### src/rtl/rv_ctrl_pkg.sv
// Shared encodings for the RV32I multi-cycle control path: opcodes, sequencer
// states and the operand/writeback/ALU select codes used by the datapath.
package rv_ctrl_pkg;

    localparam logic [6:0] OPC_OP     = 7'b0110011;
    localparam logic [6:0] OPC_OP_IMM = 7'b0010011;
    localparam logic [6:0] OPC_LOAD   = 7'b0000011;
    localparam logic [6:0] OPC_STORE  = 7'b0100011;
    localparam logic [6:0] OPC_BRANCH = 7'b1100011;
    localparam logic [6:0] OPC_JAL    = 7'b1101111;
    localparam logic [6:0] OPC_JALR   = 7'b1100111;
    localparam logic [6:0] OPC_LUI    = 7'b0110111;
    localparam logic [6:0] OPC_AUIPC  = 7'b0010111;

    typedef enum logic [2:0] {
        S_FETCH  = 3'd0,
        S_DECODE = 3'd1,
        S_EXEC   = 3'd2,
        S_MEM    = 3'd3,
        S_WB     = 3'd4,
        S_HALT   = 3'd5
    } state_t;

    localparam logic [1:0] A_RS1  = 2'b00;
    localparam logic [1:0] A_PC   = 2'b01;
    localparam logic [1:0] A_ZERO = 2'b10;

    localparam logic [1:0] B_RS2  = 2'b00;
    localparam logic [1:0] B_IMM  = 2'b01;
    localparam logic [1:0] B_FOUR = 2'b10;

    localparam logic [1:0] WB_ALU = 2'b00;
    localparam logic [1:0] WB_MEM = 2'b01;
    localparam logic [1:0] WB_PC4 = 2'b10;

    localparam logic [3:0] ALU_ADD = 4'b0000;

    function automatic logic opc_legal(input logic [6:0] opc);
        case (opc)
            OPC_OP, OPC_OP_IMM, OPC_LOAD, OPC_STORE, OPC_BRANCH,
            OPC_JAL, OPC_JALR, OPC_LUI, OPC_AUIPC: opc_legal = 1'b1;
            default:                               opc_legal = 1'b0;
        endcase
    endfunction

endpackage

### src/rtl/alu_decoder.sv
// Combinational opcode/funct to ALU operation map. Only OP and OP_IMM pick a
// funct-derived operation; every other class uses the adder.
module alu_decoder
    import rv_ctrl_pkg::*;
(
    input  logic [6:0] opcode,
    input  logic [2:0] funct3,
    input  logic       funct7_5,
    output logic [3:0] alu_op
);

    always_comb begin
        alu_op = ALU_ADD;
        case (opcode)
            OPC_OP:     alu_op = {funct7_5, funct3};
            // instr[30] is part of the immediate for OP_IMM except on shift-right
            OPC_OP_IMM: alu_op = {funct7_5 & (funct3 == 3'b101), funct3};
            default:    alu_op = ALU_ADD;
        endcase
    end

endmodule

### src/rtl/multicycle_control.sv
// Multi-cycle RV32I sequencer: FETCH/DECODE/EXEC/MEM/WB with a sticky HALT on
// unsupported opcodes. Owns the single memory request/ready handshake.
module multicycle_control
    import rv_ctrl_pkg::*;
(
    input  logic       clk,
    input  logic       rst,
    input  logic [6:0] opcode,
    input  logic [2:0] funct3,
    input  logic       funct7_5,
    input  logic       branch_taken,
    input  logic       mem_ready,
    output logic       mem_req,
    output logic       mem_we,
    output logic       mem_addr_sel,
    output logic       ir_write,
    output logic [1:0] a_sel,
    output logic [1:0] b_sel,
    output logic [3:0] alu_op,
    output logic       reg_write,
    output logic [1:0] wb_sel,
    output logic       pc_write,
    output logic       pc_sel,
    output logic       illegal,
    output logic [2:0] state_dbg
);

    state_t     state_q, state_d;
    logic       illegal_q, illegal_d;
    logic       taken_q, taken_d;
    logic [3:0] dec_alu_op;

    alu_decoder u_alu_decoder (
        .opcode   (opcode),
        .funct3   (funct3),
        .funct7_5 (funct7_5),
        .alu_op   (dec_alu_op)
    );

    always_ff @(posedge clk) begin
        if (rst) begin
            state_q   <= S_FETCH;
            illegal_q <= 1'b0;
            taken_q   <= 1'b0;
        end else begin
            state_q   <= state_d;
            illegal_q <= illegal_d;
            taken_q   <= taken_d;
        end
    end

    always_comb begin
        state_d      = state_q;
        illegal_d    = illegal_q;
        taken_d      = taken_q;
        mem_req      = 1'b0;
        mem_we       = 1'b0;
        mem_addr_sel = 1'b0;
        ir_write     = 1'b0;
        a_sel        = A_RS1;
        b_sel        = B_RS2;
        alu_op       = ALU_ADD;
        reg_write    = 1'b0;
        wb_sel       = WB_ALU;
        pc_write     = 1'b0;
        pc_sel       = 1'b0;

        case (state_q)
            S_FETCH: begin
                mem_req = 1'b1;
                if (mem_ready) begin
                    ir_write = 1'b1;
                    state_d  = S_DECODE;
                end
            end
            S_DECODE: begin
                if (opc_legal(opcode)) begin
                    state_d = S_EXEC;
                end else begin
                    state_d   = S_HALT;
                    illegal_d = 1'b1;
                end
            end
            S_EXEC: begin
                case (opcode)
                    OPC_OP: begin
                        a_sel = A_RS1;
                        b_sel = B_RS2;
                    end
                    OPC_BRANCH, OPC_JAL, OPC_AUIPC: begin
                        a_sel = A_PC;
                        b_sel = B_IMM;
                    end
                    OPC_LUI: begin
                        a_sel = A_ZERO;
                        b_sel = B_IMM;
                    end
                    default: begin
                        a_sel = A_RS1;
                        b_sel = B_IMM;
                    end
                endcase
                alu_op  = dec_alu_op;
                taken_d = branch_taken;
                state_d = (opcode == OPC_LOAD || opcode == OPC_STORE) ? S_MEM : S_WB;
            end
            S_MEM: begin
                mem_req      = 1'b1;
                mem_addr_sel = 1'b1;
                mem_we       = (opcode == OPC_STORE);
                if (mem_ready) begin
                    // a store retires here, so it owns the PC update
                    if (opcode == OPC_STORE) begin
                        pc_write = 1'b1;
                        state_d  = S_FETCH;
                    end else begin
                        state_d  = S_WB;
                    end
                end
            end
            S_WB: begin
                pc_write = 1'b1;
                case (opcode)
                    OPC_LOAD: begin
                        reg_write = 1'b1;
                        wb_sel    = WB_MEM;
                    end
                    OPC_JAL, OPC_JALR: begin
                        reg_write = 1'b1;
                        wb_sel    = WB_PC4;
                        pc_sel    = 1'b1;
                    end
                    OPC_BRANCH: pc_sel = taken_q;
                    default:    reg_write = 1'b1;
                endcase
                state_d = S_FETCH;
            end
            S_HALT:  state_d = S_HALT;
            default: state_d = S_FETCH;
        endcase

        // the state register may still hold a mid-access state during reset
        if (rst) begin
            mem_req      = 1'b0;
            mem_we       = 1'b0;
            mem_addr_sel = 1'b0;
            ir_write     = 1'b0;
            a_sel        = A_RS1;
            b_sel        = B_RS2;
            alu_op       = ALU_ADD;
            reg_write    = 1'b0;
            wb_sel       = WB_ALU;
            pc_write     = 1'b0;
            pc_sel       = 1'b0;
        end
    end

    assign illegal   = illegal_q;
    assign state_dbg = state_q;

endmodule

### config.mk
export PLATFORM = sky130hd
export DESIGN_NAME = multicycle_control
export DESIGN_NICKNAME = d
export VERILOG_FILES = /design/src/rtl/rv_ctrl_pkg.sv /design/src/rtl/alu_decoder.sv /design/src/rtl/multicycle_control.sv
export SDC_FILE = /design/constraint.sdc
export NUM_CORES = 1
export LEC_CHECK = 0
export CAP_MARGIN = 20
export CORE_MARGIN = 2
export CORE_UTILIZATION = 38
export DETAILED_ROUTE_END_ITERATION = 7
export PLACE_DENSITY = 0.92
export SYNTH_ARGS = -nofsm -noshare
export SYNTH_HDL_FRONTEND = slang
export SYNTH_SLANG_ARGS = --single-unit
### constraint.sdc
create_clock -name clk -period 3.1 [get_ports clk]
set_input_delay 0.62 -clock clk [delete_from_list [all_inputs] [get_ports clk]]
set_output_delay 0.62 -clock clk [all_outputs]
set_load 0.05 [all_outputs]
==> results of run 1 <==
==> registers in the layout (all words and copies together) (netlist names) <==
name and cells:
taken_q 1, state_dbg 3, illegal 1
==> metal layers <==
metal	GRT usage (%)	share of wire, %
met2	37.58	51
met3	3.830	8.1
met5	0	0
met4	3.750	0.70
met1	23.98	40
==> through the flow <==
| step | utilization [%] | cell area, sq um | power (uW) | instances |
|---|---|---|---|---|
| after detailed placement | 78.78 | 1064 | 198.8 | 123 |
| after global routing | 81.09 | 1095 | 293.6 | 127 |
| after global placement | 78.78 | 1064 | 197.0 | 123 |
| after floorplan | - | 578.1 | 145.5 | 76 |
| final | 81.09 | 1095 | 276.8 | 127 |
| after CTS | 80.72 | 1090 | 279.8 | 127 |
==> layout by cell type (no fill, tap or decap), drive strengths merged <==
cell type and count:
dfxtp 5, clkdlybuf4s50 18, a221o 1, and2 3, conb 1, nor4 2
o22ai 1, nand4bb 1, nor3 8, nand3b 2, a21oi 3, nand2b 5
nor2 10, o211ai 1, a22o 1, or3 1, and3 3, buf 17
nand3 1, and4bb 1, nand4b 1, a211oi 2, a21boi 3, o31ai 1
o32ai 1, inv 3, a211o 1, nor3b 3, nor2b 1, nand4 2
mux2i 1, clkbuf 4, nand2 4
==> logic make-up after synthesis <==
| group | count (synthesis) | synth area share (%) |
|---|---|---|
| mux | 1 | 1.751 |
| flops | 5 | 17.51 |
| compound gates | 15 | 19.26 |
| buf+inv | 6 | 4.813 |
| other cells | 1 | 0.6558 |
| simple gates | 48 | 56.02 |
==> power groups by stage <==
stage / logic, uW / registers, uW / clock network (uW)
floorplan: 52.9 / 92.6 / 0
global placement: 117 / 79.7 / 0
detailed placement: 119 / 80.0 / 0
CTS: 119 / 78.8 / 81.5
global route: 126 / 80.6 / 86.8
finish: 120 / 79.4 / 77.6
==> final cells by class <==
type | count | area (sq um)
clock buffer | 4 | 26.28
fill | 99 | 255.2
inverter | 3 | 11.26
multi-input combinational | 65 | 455.4
sequential | 5 | 100.1
tap | 15 | 18.77
timing repair buffer | 35 | 483.0
==> worst paths after layout <==
path / start / endpoint / slack [ns] / cells after the start
setup / recovery: rst / alu_op[3] / 0.21 / 5
hold / removal: illegal / illegal / 0.53 / 2
setup reg to reg: state_dbg[1] / state_dbg[1] / 1.74 / 4
hold reg to reg: illegal / illegal / 0.53 / 2
==> critical path: stages <==
cell and delay, ns:
clkdlybuf4s50_1 0.60, or3_4 0.48, nor3_4 0.20, and3_1 0.23, buf_12 0.14
==> metrics.yaml, run 1 <==
hold_path.class: "reg2reg"
n_antenna_cell: 0
ys_top_cells_by_count: "nor2_1, nor3_1, dfxtp_1"
place_congestion: 0.8935
cellPowerDensity_nw_per_um2: 252.8
viasPerCell: 5.740
antenna_found_initial: 0
fin_skew_ns: 0.007497
hold_buffers: 0
critPathArrivalTime_ns: 2.27
post-place-ws_ns: 0.1617
hold_ws_ns: 0.5257
max_freq_mhz: 345.6
clock-sinks: 5
synth-edff-count: 0
drcViolationCount: 0
first_pass_iters: 4
p_leak_uw: 0.0004144
ios: 36
min_period_ns: 2.894
die_w_microns: 42.79
status: "completed"
grt.overflow.total: 0
cts_tree: "built"
areaGrowthSynthToFinish_pct: 91.47
post-route-period-util_pct: 93.35
post_cts_buffers: 0
tightest_slew_ns: 0.4956
ys_async_sr_fraction_pct: 0
die_y_microns: 42.79
slew_headroom_pct: 66.86
seqPwrFrac_pct: 28.7
cts_resized: 0
clk_pin_slew_worst_paths_ns: 0.05
coreArea_sq_um: 1350
synth_area_per_cell_sq_um: 7.524
p_int_uw: 169.8
rsz0062_at_grt: "no"
numCtsBuffers: 3
finalSetupViolations: 0
hold_violations: 0
end_kind: "output port"
synth.largest_area_cell: "dfxtp_1"
crit_fanout: 10
maxCapViolCount: 0
cts_max_level: 1
syn_area_sq_um: 571.8
grt_usage_pct: 20.31
crit_type: "in2out"
clkPwrFrac_pct: 28.0
swShare_pct: 38.64
cts-root-buf: "clkbuf_4"
rows: 13
tns_ns: 0
synthFlopType: "dfxtp_1"
yosysMostFrequentCell: "nor2_1"
comb_power_share_pct: 43.3
ys_seq_elements: 5
yosysWarningCount: 0
drt_iter0_drc: 26
cp-start-kind: "primary input"
grt_pass1_wl_microns: 2939
clkLatencyLatePin_ns: 0.25
num_vias: 729
drive_gt1_share_pct: 25.89
grt_pass1_vias: 647
yosysSeqAreaShare_pct: 17.51
synthCells: 76
synth_top_area_share_pct: 17.51
cp.required_ns: 2.48
portBuffers: 34
grt_max_degree: 14
synth_cell_types: 38
hpwl_microns: 1457
fin_ws_ns: 0.2061
ant_nets: 0
clockBufferDepth: 2
p_switching_uw: 107.0
start_util_pct: 42.35
slew_viol_final: 0
wl_per_cell_microns: 14.53
fin_nets: 128
die_area_sq_um: 1831
max-vdd-ir-drop_v: 0.0003424
synth.net_count: 91
synth.area.top_cells: "dfxtp_1, nor2_1, nor3_1, nand4bb_4, nand2b_1"
wirelength_microns: 1845
Power figures use the tool's default switching activity.
==> run 2, diff against run 1 <==
- PLACE_DENSITY: 0.92 -> 0.83
- TNS_END_PERCENT: default -> 1
==> run 2 against run 1 <==
  * Fmax down 1.9%
  * Clock power up 2%
  * Sequential cell count unchanged
  * Critical path type unchanged
  * First-iteration DRC count down 27%
  * Wire length up 6.9%
  * Cell count up 0.79%
  * Total power up 1.3%
  * Worst setup slack worse by 0.056 ns
==> metrics.yaml, run 2 (synthesized netlist as in run 1, its figures left out) <==
tns_ns: 0  # unchanged
num_vias: 733  # +0.55%
coreArea_sq_um: 1350  # unchanged
clockBufferDepth: 2  # unchanged
maxCapViolCount: 0  # unchanged
grt_pass1_vias: 722  # +12%
clk_pin_slew_worst_paths_ns: 0.04  # about the same
wirelength_microns: 1972  # +6.9%
grt_pass1_wl_microns: 3270  # +11%
end_kind: "output port"
comb_power_share_pct: 43.3  # about the same
p_leak_uw: 0.0004171  # +0.65%
grt_max_degree: 14  # unchanged
clkLatencyLatePin_ns: 0.25  # about the same
die_y_microns: 42.79  # unchanged
hold_path.class: "reg2reg"
drive_gt1_share_pct: 25.66  # -0.23 points
mostFrequentLayoutCell: "clkdlybuf4s50_1"
areaGrowthSynthToFinish_pct: 91.90
multi_input_area_sq_um: 450.4  # -1.1%
finalSetupViolations: 0  # unchanged
hold_violations: 0  # unchanged
cellPowerDensity_nw_per_um2: 255.5  # +1.1%
slew_viol_final: 0  # unchanged
seqPwrFrac_pct: 28.3  # -0.4 points
fin_skew_ns: 0.007323  # -0.0001737 ns
max_freq_mhz: 339.0  # -1.9%
post-place-ws_ns: 0.1659  # +0.004203 ns
die_area_sq_um: 1831  # unchanged
ios: 36  # unchanged
slowest_stage: "clkdlybuf4s50_1"
first_pass_iters: 4  # unchanged
max-vdd-ir-drop_v: 0.0002431  # -29%
crit_chain: "clkdlybuf4s50_1, nand4bb_4, nor3_2, and3_1, a22o_1, buf_12"
viasPerCell: 5.727  # -0.24%
ant_nets: 0  # unchanged
antenna_found_initial: 0  # unchanged
grt_usage_pct: 24.32  # +4.0 points
critical_path.max_stage_delay_ns: 0.59  # about the same
start_util_pct: 42.35  # unchanged
p_switching_uw: 109.1  # +2.0%
cp-start-kind: "primary input"
cts-root-buf: "clkbuf_4"
met3_usage_pct: 9.362  # +5.5 points
portBuffers: 34  # unchanged
cts_tree: "built"
place_congestion: 0.8121  # -9.1%
seq_area_sq_um: 100.1  # unchanged
critPathBufInv: 2  # unchanged
rsz0062_at_grt: "no"
most-common-layout-cells: "clkdlybuf4s50_1, buf_12, nor2_1"
p_int_uw: 171.2  # +0.82%
n_antenna_cell: 0  # unchanged
hold_buffers: 0  # unchanged
crit_type: "in2out"
status: "completed"
post_cts_buffers: 0  # unchanged
tightest_slew_ns: 0.5184  # +0.02284 ns
critPathArrivalTime_ns: 2.33  # +0.06 ns
drt_iter0_drc: 19  # -27%
rows: 13  # unchanged
min_period_ns: 2.950  # +0.05576 ns
fill_cells: 86  # -13%
hpwl_microns: 1600  # +9.8%
top_usage_layer: "met2"
clock-sinks: 5  # unchanged
numCtsBuffers: 3  # unchanged
drcViolationCount: 0  # unchanged
cts_max_level: 1  # unchanged
grtUsageMet1_pct: 26.28  # +2.3 points
slew_headroom_pct: 65.33  # -1.5 points
crit_family: "simple AND/OR/NAND/NOR gates"
clkPwrFrac_pct: 28.3  # +0.3 points
largest_reg_flops: 3  # unchanged
crit_fanout: 5  # -5
grt.overflow.total: 0  # unchanged
grt_use_met2_pct: 40.30  # +2.7 points
post-route-period-util_pct: 95.15  # +1.8 points
cts_resized: 0  # unchanged
die_w_microns: 42.79  # unchanged
fin_nets: 129  # +0.78%
utilization_pct: 81.28  # +0.19 points
swShare_pct: 38.93  # +0.28 points
fin_ws_ns: 0.1503  # -0.05576 ns
cp.required_ns: 2.48  # about the same
wl_per_cell_microns: 15.41  # +6.0%
[run 2: worst paths after layout]
check	end	slack, ns	from	depth (start not counted)
worst max-delay path	pc_write	0.15	opcode[0]	6
worst min-delay path	taken_q	0.50	taken_q	2
worst max register to register	state_dbg[1]	1.74	state_dbg[1]	4
worst min register to register	taken_q	0.50	taken_q	2
[run 2: power groups by stage]
stage | registers [uW] | clock network (uW) | logic, uW
final | 79.5 | 79.4 | 121
after global routing | 80.2 | 89.7 | 128
after CTS | 78.9 | 82.9 | 121
after detailed placement | 80.2 | 0 | 121
after global placement | 79.6 | 0 | 119
after floorplan | 92.6 | 0 | 52.9
[run 2: tightest hold or removal path: stages, from the launching register on]
cell	delay (ns)
dfxtp_1	0.33
mux2i_1	0.07
nor2_1	0.08
[run 2: cell type report]
cell class                 count  area share [%]
sequential                     5           9.122
tap                           15           1.710
timing repair buffer          36           44.70
multi-input combinational     65           41.05
inverter                       3           1.026
clock buffer                   4           2.395
[run 2: routing by layer]
layer	part of all wire, %	routed length [microns]
met5	0	0
met1	40	779
met4	0.91	18
met2	51	1008
met3	8.4	165
[run 2: stage by stage]
stage | power [uW] | instances | hold slack (ns) | cell area, sq um
floorplan | 145.5 | 76 | 0.4607 | 578.1
global placement | 198.6 | 124 | 0.4920 | 1071
detailed placement | 201.0 | 124 | 0.4989 | 1071
CTS | 283.0 | 128 | 0.5119 | 1097
global route | 297.5 | 128 | 0.5382 | 1097
finish | 280.4 | 128 | 0.5049 | 1097
==> run 3, diff against run 2 <==
- SKIP_CTS_REPAIR_TIMING: default -> 1
- SKIP_LAST_GASP: default -> 1
==> results of run 3 <==
Final layout, timing and power as in run 2 (identical DEF).
==> RTL change: new RTL, config.mk and constraints of run 3 <==
Register the output `state_dbg` once more; this adds one clock of latency there. The other outputs are not delayed to match.
--- a/src/rtl/multicycle_control.sv
+++ b/src/rtl/multicycle_control.sv
@@ -157,5 +157,7 @@
 
     assign illegal   = illegal_q;
-    assign state_dbg = state_q;
+    always_ff @(posedge clk) begin
+        state_dbg <= state_q;
+    end
 
 endmodule
Behaviour: not the same (a bounded check fails within 4 cycles, from zero or initial values and one cycle with rst high).
==> RTL change against run 3 <==
Clock skew decreased by 0.0060 ns. Non-clock buffer count grew 1. Die area up 28%. Total power rose by 25%. Setup slack improved by 0.051 ns. Sequential cell count grew 3. Routed wire length grew 1.8%. Design area grew 14%. Global-route usage is 6.5 points lower. Largest cell class is now multi-input gates. Synthesized area rose by 31%.
==> RTL change: results (changes against run 3) <==
- Antenna Cells: 0 (unchanged)
- Post-synthesis xor/xnor area fraction: 0.0218 (+0.0218)
- IO buf count: 34 (unchanged)
- Worst-path clk slew: about 0.050 ns
- Metal2 WL: 1040 µm (+3.6%)
- Starting DRT DRC Count: 12 (-7)
- Outcome: finished, final reports clean
- Least-Margin Pin Slew: 0.510 ns (-0.00830 ns)
- Worst Setup SP: opcode[6]
- Post-synth ARST share: 0 (unchanged)
- Place WS: 0.205 ns (+0.0393 ns)
- Met3 WL post-DR: 123 µm (-25%)
- Commonest cells in the netlist: 9 x nor2_1, 8 x dfxtp_1, 6 x nand2_1
- Global-route wire length before repair: 3310 µm (+1.1%)
- HPWL Detailed: 1720 µm (+7.5%)
- Critical R2R Launch: state_q[0]$_SDFFE_PP0P_
- Synthesis Warnings: 0 (unchanged)
- Layout Nets: 138 (+7.0%)
- Tot GR Track Use: 0.178 (-0.0651)
- Initial antenna violation count: 0 (unchanged)
- Routability Congestion: 0.773 (-4.8%)
- Largest net degree at the start of global routing: 14 (unchanged)
- Later-pin clock latency in the skew report: 0.25 ns (about the same)
- DRC viols: 0 (unchanged)
- M1 wire length: 832 µm (+6.8%)
- Share of cells above drive strength 1: 0.314 (+0.0574)
- Top cells by area, synth: dfxtp_1 21%, nor2_1 4.5%, buf_6 4.5%
- Distinct cells, synth: 43 (+13%)
- Post-synthesis adder-cell area fraction: 0 (unchanged)
- Post-Route Skew: 0.00127 ns (-0.00605 ns)
- WL/cell: 13.6 µm (-12%)
- Synth Area in Compound Gates: 0.214 (+0.0218)
- Root buffer cell: clkbuf_4
- Syn nets: 102 (+12%)
- Arrival @ worst endpoint: 2.28 ns (-0.05 ns)
- DR top layer: met4
- Via count: 770 (+5.0%)
- H-tree depth: 1 (unchanged)
- Multiplexer share of the synthesized area: 0.0134 (-0.00411)
- Number of global-route vias before repair: 729 (+0.97%)
- Hold path startpoint: illegal$_SDFFE_PP0P_
- Post-synthesis sequential area ratio: 0.214 (+0.0394)
- TritonCTS Buffers: 3 (unchanged)
- VDD IR max: 0.265 mV (+9.0%)
- P_leak: 0.486 nW (+17%)
- Crit-path max FO: 6 (+1)
-- RTL change: through the flow --
stage / util / area (µm²) / std cells / hold WS (ns) / total power, mW
4_1_cts: 0.661 / 1260 / 148 / 0.471 / 0.352
3_5_place_dp: 0.649 / 1230 / 145 / 0.456 / 0.273
5_1_grt: 0.661 / 1260 / 148 / 0.508 / 0.366
6_report: 0.661 / 1260 / 148 / 0.465 / 0.350
3_3_place_gp: 0.649 / 1230 / 145 / 0.455 / 0.270
2_1_floorplan: - / 753 / 87 / 0.326 / 0.223
-- RTL change: final cells by class --
cell class                 count  area, µm²
tap                           27       33.8
inverter                       5       18.8
timing repair buffer          37        498
clock buffer                   3       22.5
multi-input combinational     68        523
fill                         156        646
sequential                     8        160
-- RTL change: final timing paths --
kind	slack [ns]	to	cells past startpoint
setup / recovery	0.20	a_sel[0]	6
hold / removal	0.47	illegal$_SDFFE_PP0P_	1
setup reg to reg	1.63	state_q[2]$_SDFFE_PP0P_	4
hold reg to reg	0.47	illegal$_SDFFE_PP0P_	1
-- RTL change: per-layer routing --
metal | up-vias | track usage
li1 | 384 | -
met1 | 360 | 0.220
met2 | 24 | 0.313
met3 | 2 | 0.0617
met4 | 0 | 0.0143
met5 | - | 0
-- RTL change: cell families after synthesis --
kind of cell,count (synthesis)
simple gates,47
other cells,1
mux,1
xor+xnor,1
buf+inv,11
compound gates,18
flops,8
-- RTL change: worst max-delay path, cell delays in order --
cell and delay, ns:
clkdlybuf4s50_1 0.55, and2b_4 0.35, a31oi_1 0.08, o21ai_0 0.13, nor3b_1 0.36, buf_12 0.19
-- RTL change: power breakdown --
group	leakage, nW	internal [mW]	switching (mW)	total [mW]
Clock	0.0138	0.0442	0.0340	0.0782
Sequential	0.0658	0.112	0.0149	0.127
Combinational	0.406	0.0623	0.0819	0.144
Total	0.486	0.219	0.131	0.350
